$ cat config.mk
export PLATFORM = sky130hd
export DESIGN_NAME = seq_add_ctrl
export DESIGN_NICKNAME = d
export VERILOG_FILES = /design/src/rtl/seq_add_ctrl_pkg.sv /design/src/rtl/seq_add_ctrl_slice.sv /design/src/rtl/seq_add_ctrl.sv
export SDC_FILE = /design/constraint.sdc
export NUM_CORES = 1
export LEC_CHECK = 0
export BUFFER_PORTS_ARGS = -buffer_cell sky130_fd_sc_hd__buf_2
export CORE_MARGIN = 2
export CORE_UTILIZATION = 24
export CTS_BUF_LIST = sky130_fd_sc_hd__clkbuf_8
export CTS_CLUSTER_SIZE = 40
export DETAILED_ROUTE_END_ITERATION = 10
export MAX_ROUTING_LAYER = met4
export SLEW_MARGIN = 10
export SYNTH_ARGS = -nofsm -noshare
export SYNTH_HDL_FRONTEND = slang
export SYNTH_SLANG_ARGS = --single-unit
$ cat constraint.sdc
create_clock -name clk -period 7.9 [get_ports clk]
set_input_delay 1.58 -clock clk [delete_from_list [all_inputs] [get_ports clk]]
set_output_delay 1.58 -clock clk [all_outputs]
set_load 0.01 [all_outputs]
$ cat src/rtl/seq_add_ctrl_pkg.sv
// seq_add_ctrl_pkg: shared constants, FSM state type and index-width helper for the sliced adder
package seq_add_ctrl_pkg;
  localparam int SLICE_W = 3;
  typedef enum logic [1:0] {IDLE, RUN, DONE} state_t;
  function automatic int idx_w(input int n);
    return (n > 1) ? $clog2(n) : 1;
  endfunction
endpackage

$ cat src/rtl/seq_add_ctrl_slice.sv
// add_slice_3b: combinational 3-bit ripple-carry adder slice
module add_slice_3b
  import seq_add_ctrl_pkg::*;
(
  input  logic [SLICE_W-1:0] a,
  input  logic [SLICE_W-1:0] b,
  input  logic               cin,
  output logic [SLICE_W-1:0] sum,
  output logic               cout
);
  logic [SLICE_W:0] c;
  always_comb begin
    c = '0;
    sum = '0;
    c[0] = cin;
    for (int i = 0; i < SLICE_W; i++) begin
      sum[i] = a[i] ^ b[i] ^ c[i];
      c[i+1] = (a[i] & b[i]) | (c[i] & (a[i] ^ b[i]));
    end
    cout = c[SLICE_W];
  end
endmodule

$ cat src/rtl/seq_add_ctrl.sv
// seq_add_ctrl: WIDTH-bit adder built by stepping one 3-bit slice across the operands, LSB group first
module seq_add_ctrl
  import seq_add_ctrl_pkg::*;
#(
  parameter int WIDTH  = 12,
  parameter int NSLICE = WIDTH / SLICE_W
) (
  input  logic             clk,
  input  logic             rst,
  input  logic             in_valid,
  output logic             in_ready,
  input  logic [WIDTH-1:0] a,
  input  logic [WIDTH-1:0] b,
  input  logic             cin,
  output logic             res_valid,
  input  logic             res_ready,
  output logic [WIDTH-1:0] sum,
  output logic             cout,
  output logic             busy
);
  localparam int IW = idx_w(NSLICE);
  state_t state, state_n;
  logic [IW-1:0] idx;
  logic [WIDTH-1:0] a_r, b_r;
  logic carry, last, sc;
  logic [SLICE_W-1:0] sa, sb, ss;
  assign last = idx == IW'(NSLICE - 1);
  assign sa = a_r[int'(idx)*SLICE_W +: SLICE_W];
  assign sb = b_r[int'(idx)*SLICE_W +: SLICE_W];
  add_slice_3b u_slice (.a(sa), .b(sb), .cin(carry), .sum(ss), .cout(sc));
  always_ff @(posedge clk or posedge rst)
    if (rst) state <= IDLE;
    else state <= state_n;
  always_comb begin
    state_n = state;
    state_n = (state == IDLE && in_valid)  ? RUN  :
              (state == RUN  && last)      ? DONE :
              (state == DONE && res_ready) ? IDLE : state;
  end
  always_comb begin
    in_ready  = state == IDLE;
    res_valid = state == DONE;
    busy      = state != IDLE;
  end
  // idx parks at the last slice instead of wrapping; the next request reloads it
  always_ff @(posedge clk or posedge rst)
    if (rst) begin
      idx   <= '0;
      carry <= 1'b0;
      a_r   <= '0;
      b_r   <= '0;
      sum   <= '0;
      cout  <= 1'b0;
    end else if (in_valid && in_ready) begin
      a_r   <= a;
      b_r   <= b;
      carry <= cin;
      idx   <= '0;
    end else if (state == RUN) begin
      sum[int'(idx)*SLICE_W +: SLICE_W] <= ss;
      carry <= sc;
      if (last) cout <= sc;
      else idx <= idx + 1'b1;
    end
endmodule

# After elaboration in Yosys (flattened, before gate mapping)
# Index checks and enable logic that the tools add are counted.
[word_totals]
wordCells = 53
register_bits = 42
input_bits = 29
out_inout_bits = 16
[op_classes]
add_sub_neg = 2
reduce_logical = 10
n_shift = 4
mul = 1
mux = 9
bitwise = 16
n_eq_ne = 4
[ops]
columns = ["operator", "n"]
rows = [
  ["12-bit by 32-bit indexed part select with 3-bit output", 2],
  ["4-bit negation with 33-bit output", 1],
  ["3-bit by 33-bit variable shift with 12-bit output, first input constant", 1],
  ["3-bit by 33-bit indexed part select with 12-bit output", 1],
  ["12-bit bitwise mux", 1],
  ["2-bit 2-to-1 mux", 6],
  ["1-bit bitwise AND", 6],
  ["1-bit XOR", 6],
  ["2-bit equality test, second input constant", 2],
  ["2-bit by 2-bit multiplier with 4-bit output, second input constant", 1],
  ["2-bit AND reduction", 2],
  ["2-bit nonzero test", 2],
  ["1-bit logical AND", 3],
  ["1-bit bitwise OR", 3],
  ["3-bit AND reduction", 1],
  ["3-bit nonzero test", 1],
  ["2-bit by 1-bit adder with 2-bit output, second input constant", 1],
  ["2-bit by 1-bit equality test with 1-bit output, second input constant", 1],
  ["2-bit zero test", 1],
  ["1-bit 2-to-1 mux", 2],
  ["2-bit by 1-bit inequality test with 1-bit output, second input constant", 1],
  ["1-bit NOT", 1],
]

# Logic depth before layout (Yosys ltp)
[logic_depth]
word_depth = 11
depth_mapped = 10
mapped_depth_nobuf = 8

# Cells and area by module
# A second synthesis with hierarchy kept.
[hier_totals]
hier_cells = 160
area_unflattened_um2 = 2145.8
[modules_own_cells]
columns = ["mod", "seq_area_each_um2", "area_per_inst_um2", "n_inst", "cells_each"]
rows = [
  ["seq_add_ctrl", 1051.0, 2048.2, 1, 147],
  ["add_slice_3b", 0.0, 97.6, 1, 13],
]

# Least setup slack after synthesis
# Ideal clock, no wire load.
[synth_path]
kind = "register -> register"
startpoint = "reg idx[0]"
endpoint = "reg carry"
t_required_ns = 7.780
setup_ns = 0.120
n_path_buf = 1
synth_period_minus_slack_ns = 2.730
path_stages_with_launch = 10
arrival_ns = 2.609
slack_ns = 5.170
cell_sequence = "dfrtp_1 > buf_2 > mux4_2 > fa_1 > inv_1 > fa_1 > inv_1 > fa_1 > or3b_2 > o211a_1"
[synth_between]
elab_chain_len = 11
word_cells_on_any_way = 17
classes_between = "1 x mul; 2 x shift; 2 x mux; 12 x bitwise"
[synth_rtl]
columns = ["element", "line", "text"]
rows = [
  ["start, declared", "seq_add_ctrl.sv:23", "logic [IW-1:0] idx;"],
  ["start signal, assigned", "seq_add_ctrl.sv:63", "else idx <= idx + 1'b1;"],
  ["2-bit by 2-bit multiplier with 4-bit output *", "seq_add_ctrl.sv:28, seq_add_ctrl.sv:29", ""],
  ["12-bit by 32-bit indexed part select with 3-bit output (on tied branches)", "seq_add_ctrl.sv:28, seq_add_ctrl.sv:29", ""],
  ["1-bit XOR", "seq_add_ctrl_slice.sv:18", "c[i+1] = (a[i] & b[i]) | (c[i] & (a[i] ^ b[i]));"],
  ["1-bit bitwise AND", "seq_add_ctrl_slice.sv:18", ""],
  ["1-bit bitwise OR", "seq_add_ctrl_slice.sv:18", ""],
  ["1-bit bitwise AND", "seq_add_ctrl_slice.sv:18", ""],
  ["1-bit bitwise OR", "seq_add_ctrl_slice.sv:18", ""],
  ["1-bit bitwise AND", "seq_add_ctrl_slice.sv:18", ""],
  ["1-bit bitwise OR *", "seq_add_ctrl_slice.sv:18", ""],
  ["via sc", "seq_add_ctrl.sv:25", "logic carry, last, sc;"],
  ["1-bit 2-to-1 mux *", "seq_add_ctrl.sv:59", "end else if (state == RUN) begin"],
  ["1-bit 2-to-1 mux *", "seq_add_ctrl.sv:54", "end else if (in_valid && in_ready) begin"],
  ["end signal, assigned", "seq_add_ctrl.sv:57", "carry <= cin;"],
  ["end, declared", "seq_add_ctrl.sv:25", ""],
]
# Mark *: on every way through the listed nets, which the timed path passes. The rest lies on a longest branch. The select of a mux whose other input is x is not followed.
# A chain may end at the register's enable or synchronous reset.

# Final worst setup path
[layout_path]
startpoint = "reg idx[0]"
endpoint = "reg sum[5]"
[layout_between]
elab_chain_len = 10
word_cells_on_any_way = 19
classes_between = "1 x add/sub; 1 x mul; 4 x shift; 1 x mux; 12 x bitwise"
[layout_rtl]
columns = ["element", "line", "text"]
rows = [
  ["2-bit by 2-bit multiplier with 4-bit output *", "seq_add_ctrl.sv:28, seq_add_ctrl.sv:29, seq_add_ctrl.sv:60", ""],
  ["12-bit by 32-bit indexed part select with 3-bit output (on tied branches)", "seq_add_ctrl.sv:28, seq_add_ctrl.sv:29", ""],
  ["1-bit XOR", "seq_add_ctrl_slice.sv:17, seq_add_ctrl_slice.sv:18", ""],
  ["1-bit bitwise AND", "seq_add_ctrl_slice.sv:18", ""],
  ["1-bit bitwise OR", "seq_add_ctrl_slice.sv:18", ""],
  ["1-bit bitwise AND", "seq_add_ctrl_slice.sv:18", ""],
  ["1-bit bitwise OR", "seq_add_ctrl_slice.sv:18", ""],
  ["1-bit XOR", "seq_add_ctrl_slice.sv:17", "sum[i] = a[i] ^ b[i] ^ c[i];"],
  ["3-bit by 33-bit indexed part select with 12-bit output", "seq_add_ctrl.sv:60", "sum[int'(idx)*SLICE_W +: SLICE_W] <= ss;"],
  ["12-bit bitwise mux *", "seq_add_ctrl.sv:60", ""],
  ["end signal, assigned by index", "seq_add_ctrl.sv:60", ""],
  ["end, declared", "seq_add_ctrl.sv:17", "output logic [WIDTH-1:0] sum,"],
]
# Every way passes the cells marked *; elsewhere a longest branch is shown, timed or not.

==> summary.md <==
The flow ran to the end, and the final reports show no timing, DRC or antenna violations. The first routing iteration left 81 violations. The predominant post-synthesis flop cell is sky130_fd_sc_hd__dfrtp_1. The number of global-route vias before repair is 1,382, and the maximum fanout along the worst path is 19.

For the routed wire length, the log shows 4130 um. The layer with the highest usage is met2. For the static power due to leakage, the log shows 1.16 nW. The hold path endpoint is a_r[7]. The placed instances occupy a cell area of 0.00240 mm^2.

Y dimension of the die: 97.3 um. Buffers added to address setup during post-CTS repair amount to 0. Clock latency on the worst-skew pair, taken at its later pin, is 0.29 ns.

Classification of the worst-slack hold path: reg -> reg. Leaving out fill and tap cells, the most frequent cells in the layout are sky130_fd_sc_hd__buf_2, sky130_fd_sc_hd__dfrtp_1, sky130_fd_sc_hd__mux2_2. The number of different library cells used by synthesis comes to 31.

For the post-synthesis instance area, the log shows 0.00209 mm^2. Measured along the x axis, the die boundary spans 97.3 um. The initial antenna violation count came out at 0. Post-CTS repair changed the size of 0 cells. VDD sags by at most 109 uV. Synthesis inferred 42 register bits. After clock tree synthesis, the clock-pin slew on the worst setup and hold paths is 0.08 ns. The summed negative setup slack over all endpoints came out at 0 ns. After detailed routing, the average wire length per cell comes to 13.8 um. The global-route wire length before repair is 7180 um, and the transition time at the pin with the least slew margin is 0.649 ns. The highest clock rate was 318 MHz. The ratio of routed vias to standard cells is 4.41.

The startpoint of the worst register-to-register path is idx[0]. The logs give 0.00249 mm^2 for the final instance area and 5 for the number of clock buffers inserted by TritonCTS. The remaining antenna violation count after routing was 0; the H-tree level count was 2.

The final critical-path share of the clock period was 0.399. STA classifies the critical path startpoint as a flop. The run gives 0.381 as the portion of total power attributed to sequential cells. The sequential cell area fraction in the yosys report is 0.503, and the number of cell instances on the worst register-to-register path is 8.

The required time reported for the critical path endpoint came out at 8.08 ns. The cell depth of the worst min-delay path was 1; the core region area was 0.00859 mm^2. For this design the top-level I/O count stands at 45. For this design, the CTS-stage hold fixing added 0 buffers. The first detailed-routing pass took 4 iterations. The arrival time at the worst endpoint was 3.33 ns. The critical setup path kind is reg -> reg.

The global routing usage on met1 is 0.129, and the net switching share of the total power is 0.369. The tools report the total of max-cap violations as 0. Setup repair after global routing left no endpoint under its margin. Setup violations remaining at the end of the flow were counted as 0. The worst setup path is captured at a flop. For this design the total switching power over the nets is 0.000387 W. The root buffer cell chosen for the clock tree is sky130_fd_sc_hd__clkbuf_8. The post-synth net total is 183.

Number of buffers inserted by port buffering: 44. The run gives 34 as the number of placement rows. For the part of the total power dissipated in the clock network, the log shows 0.134. TritonCTS built the clock tree. The largest net degree at the start of global routing was 43; the power share of the combinational group was 0.485. A synthesized cell averages 14.3 um^2. For this run, design rule violations remaining after detail routing come to 0. From synthesis to final layout, the design area changed by 19.4%. The total number of vias was 1,322; the final HPWL from detailed placement was 3080 um.

The net count of the finished layout is 228. The initial standard-cell utilization of the core was 0.243; the number of max-slew violations in the final report was 0. The setup skew after layout is 0.00677 ns. Routability-driven placement finished with a final weighted congestion of 0.733. The overall routing resource usage is 0.0986, and the cell-internal power is 0.000663 W.

The final hold violation count came out at 0. The startpoint of the most critical hold path is a_r[7]. Cell count after synthesis: 146. In this run the power density over the cells is 421 mW/mm^2. CTS saw 42 sinks. The global routing met3 resource utilization was 0.0288. Count of flip-flops with a built-in enable after synthesis: 0.

The library cell used most frequently in the layout, excluding fill and tap cells, is sky130_fd_sc_hd__buf_2. The endpoint identified for the worst register-to-register timing path is sum[5]. The tools report the antenna diode count as 0. Async set-reset flop share out of synthesis: 1.00. The met2 global-route usage was 0.145; the number of buffers on the longest clock path was 2. The Yosys step of the flow raised 0 warnings. The headroom to the max-slew limit was 0.567.

The area enclosed by the die boundary is 0.00946 mm^2. The time the worst path needs with I/O delays and setup works out to 3.15 ns. Across all register-to-register paths, the minimum setup slack is 4.75 ns. The global-route congestion overflow total was 0; the share of layout cells above drive strength 1 was 0.479.
[routing by layer]
metal  share of wire  wire [um]
met4           0.018         76
met2            0.46       1920
met5               0          0
met1            0.47       1950
met3           0.046        189
[cell families (layout without fill, tap and decap cells)]
kind of cell    count (synthesis)  in the layout  synth area share
compound gates                 13             13            0.0551
fa+ha+maj                       8              8            0.0587
buf+inv                        17             63            0.0431
flops                          42             42             0.503
mux                            37             37             0.232
simple gates                   29             29             0.108
[how the worst max path moves through the flow]
stage           start  endpoint  slack (ns)
6_report       idx[0]    sum[5]        4.75
5_1_grt        idx[0]    sum[5]        4.52
4_1_cts        idx[0]    sum[5]        4.72
3_5_place_dp   idx[0]    sum[5]        4.74
3_3_place_gp   idx[0]    sum[5]        4.80
2_1_floorplan  idx[0]     carry        5.17
[worst max-delay path, cell delays in order (launching register included)]
cell and delay [ns]:
sky130_fd_sc_hd__dfrtp_1 0.76, sky130_fd_sc_hd__mux4_2 0.60, sky130_fd_sc_hd__fa_1 0.40, sky130_fd_sc_hd__inv_1 0.08
sky130_fd_sc_hd__fa_1 0.16, sky130_fd_sc_hd__inv_1 0.05, sky130_fd_sc_hd__fa_1 0.49, sky130_fd_sc_hd__and4b_1 0.22
sky130_fd_sc_hd__mux2_2 0.27
[synth_stat cells (3+ instances only)]
master                      n  area share
sky130_fd_sc_hd__nor2b_1    4       0.012
sky130_fd_sc_hd__fa_1       3       0.029
sky130_fd_sc_hd__buf_2      3      0.0072
sky130_fd_sc_hd__nor4bb_1   3       0.014
sky130_fd_sc_hd__mux2_2    28        0.15
sky130_fd_sc_hd__and2_1     4       0.012
sky130_fd_sc_hd__a32o_1     6       0.029
sky130_fd_sc_hd__mux4_2     6       0.065
sky130_fd_sc_hd__dfrtp_1   42        0.50
sky130_fd_sc_hd__nand3b_1   3       0.011
sky130_fd_sc_hd__ha_1       5       0.030
sky130_fd_sc_hd__buf_6      3       0.016
sky130_fd_sc_hd__inv_1      9       0.016
sky130_fd_sc_hd__mux2_1     3       0.016
[final cells by class]
cell class	instances	area, um^2
inverter	9	33.8
fill	903	6100
clock inverter	2	8.76
timing repair buffer	46	235
clock buffer	6	82.6
sequential	42	1050
multi-input combinational	87	947
tap	108	135
[sequential cells by signal, indices dropped and copies added (netlist names)]
signal and cells:
a_r 12, state 2, carry 1, idx 2
b_r 12, sum 12, cout 1
[per-stage QoR]
| stage | worst slack (ns) | hold slack, ns | power (W) | std cells | utilization |
|---|---|---|---|---|---|
| CTS | 4.72 | 0.497 | 0.00107 | 300 | 0.290 |
| floorplan | 5.17 | 0.452 | 0.000788 | 146 | - |
| detailed placement | 4.74 | 0.479 | 0.000925 | 292 | 0.280 |
| finish | 4.75 | 0.493 | 0.00105 | 300 | 0.290 |
| global placement | 4.80 | 0.472 | 0.000911 | 292 | 0.280 |
| global route | 4.52 | 0.515 | 0.00115 | 300 | 0.290 |
[power by group through the flow]
stage	sequential (W)	combinational (W)	clock (W)
3_3_place_gp	0.000406	0.000505	0
4_1_cts	0.000404	0.000518	0.000146
3_5_place_dp	0.000409	0.000517	0
6_report	0.000400	0.000509	0.000141
5_1_grt	0.000419	0.000577	0.000154
2_1_floorplan	0.000363	0.000425	0
Note: power is estimated with default switching activity, not from simulation.
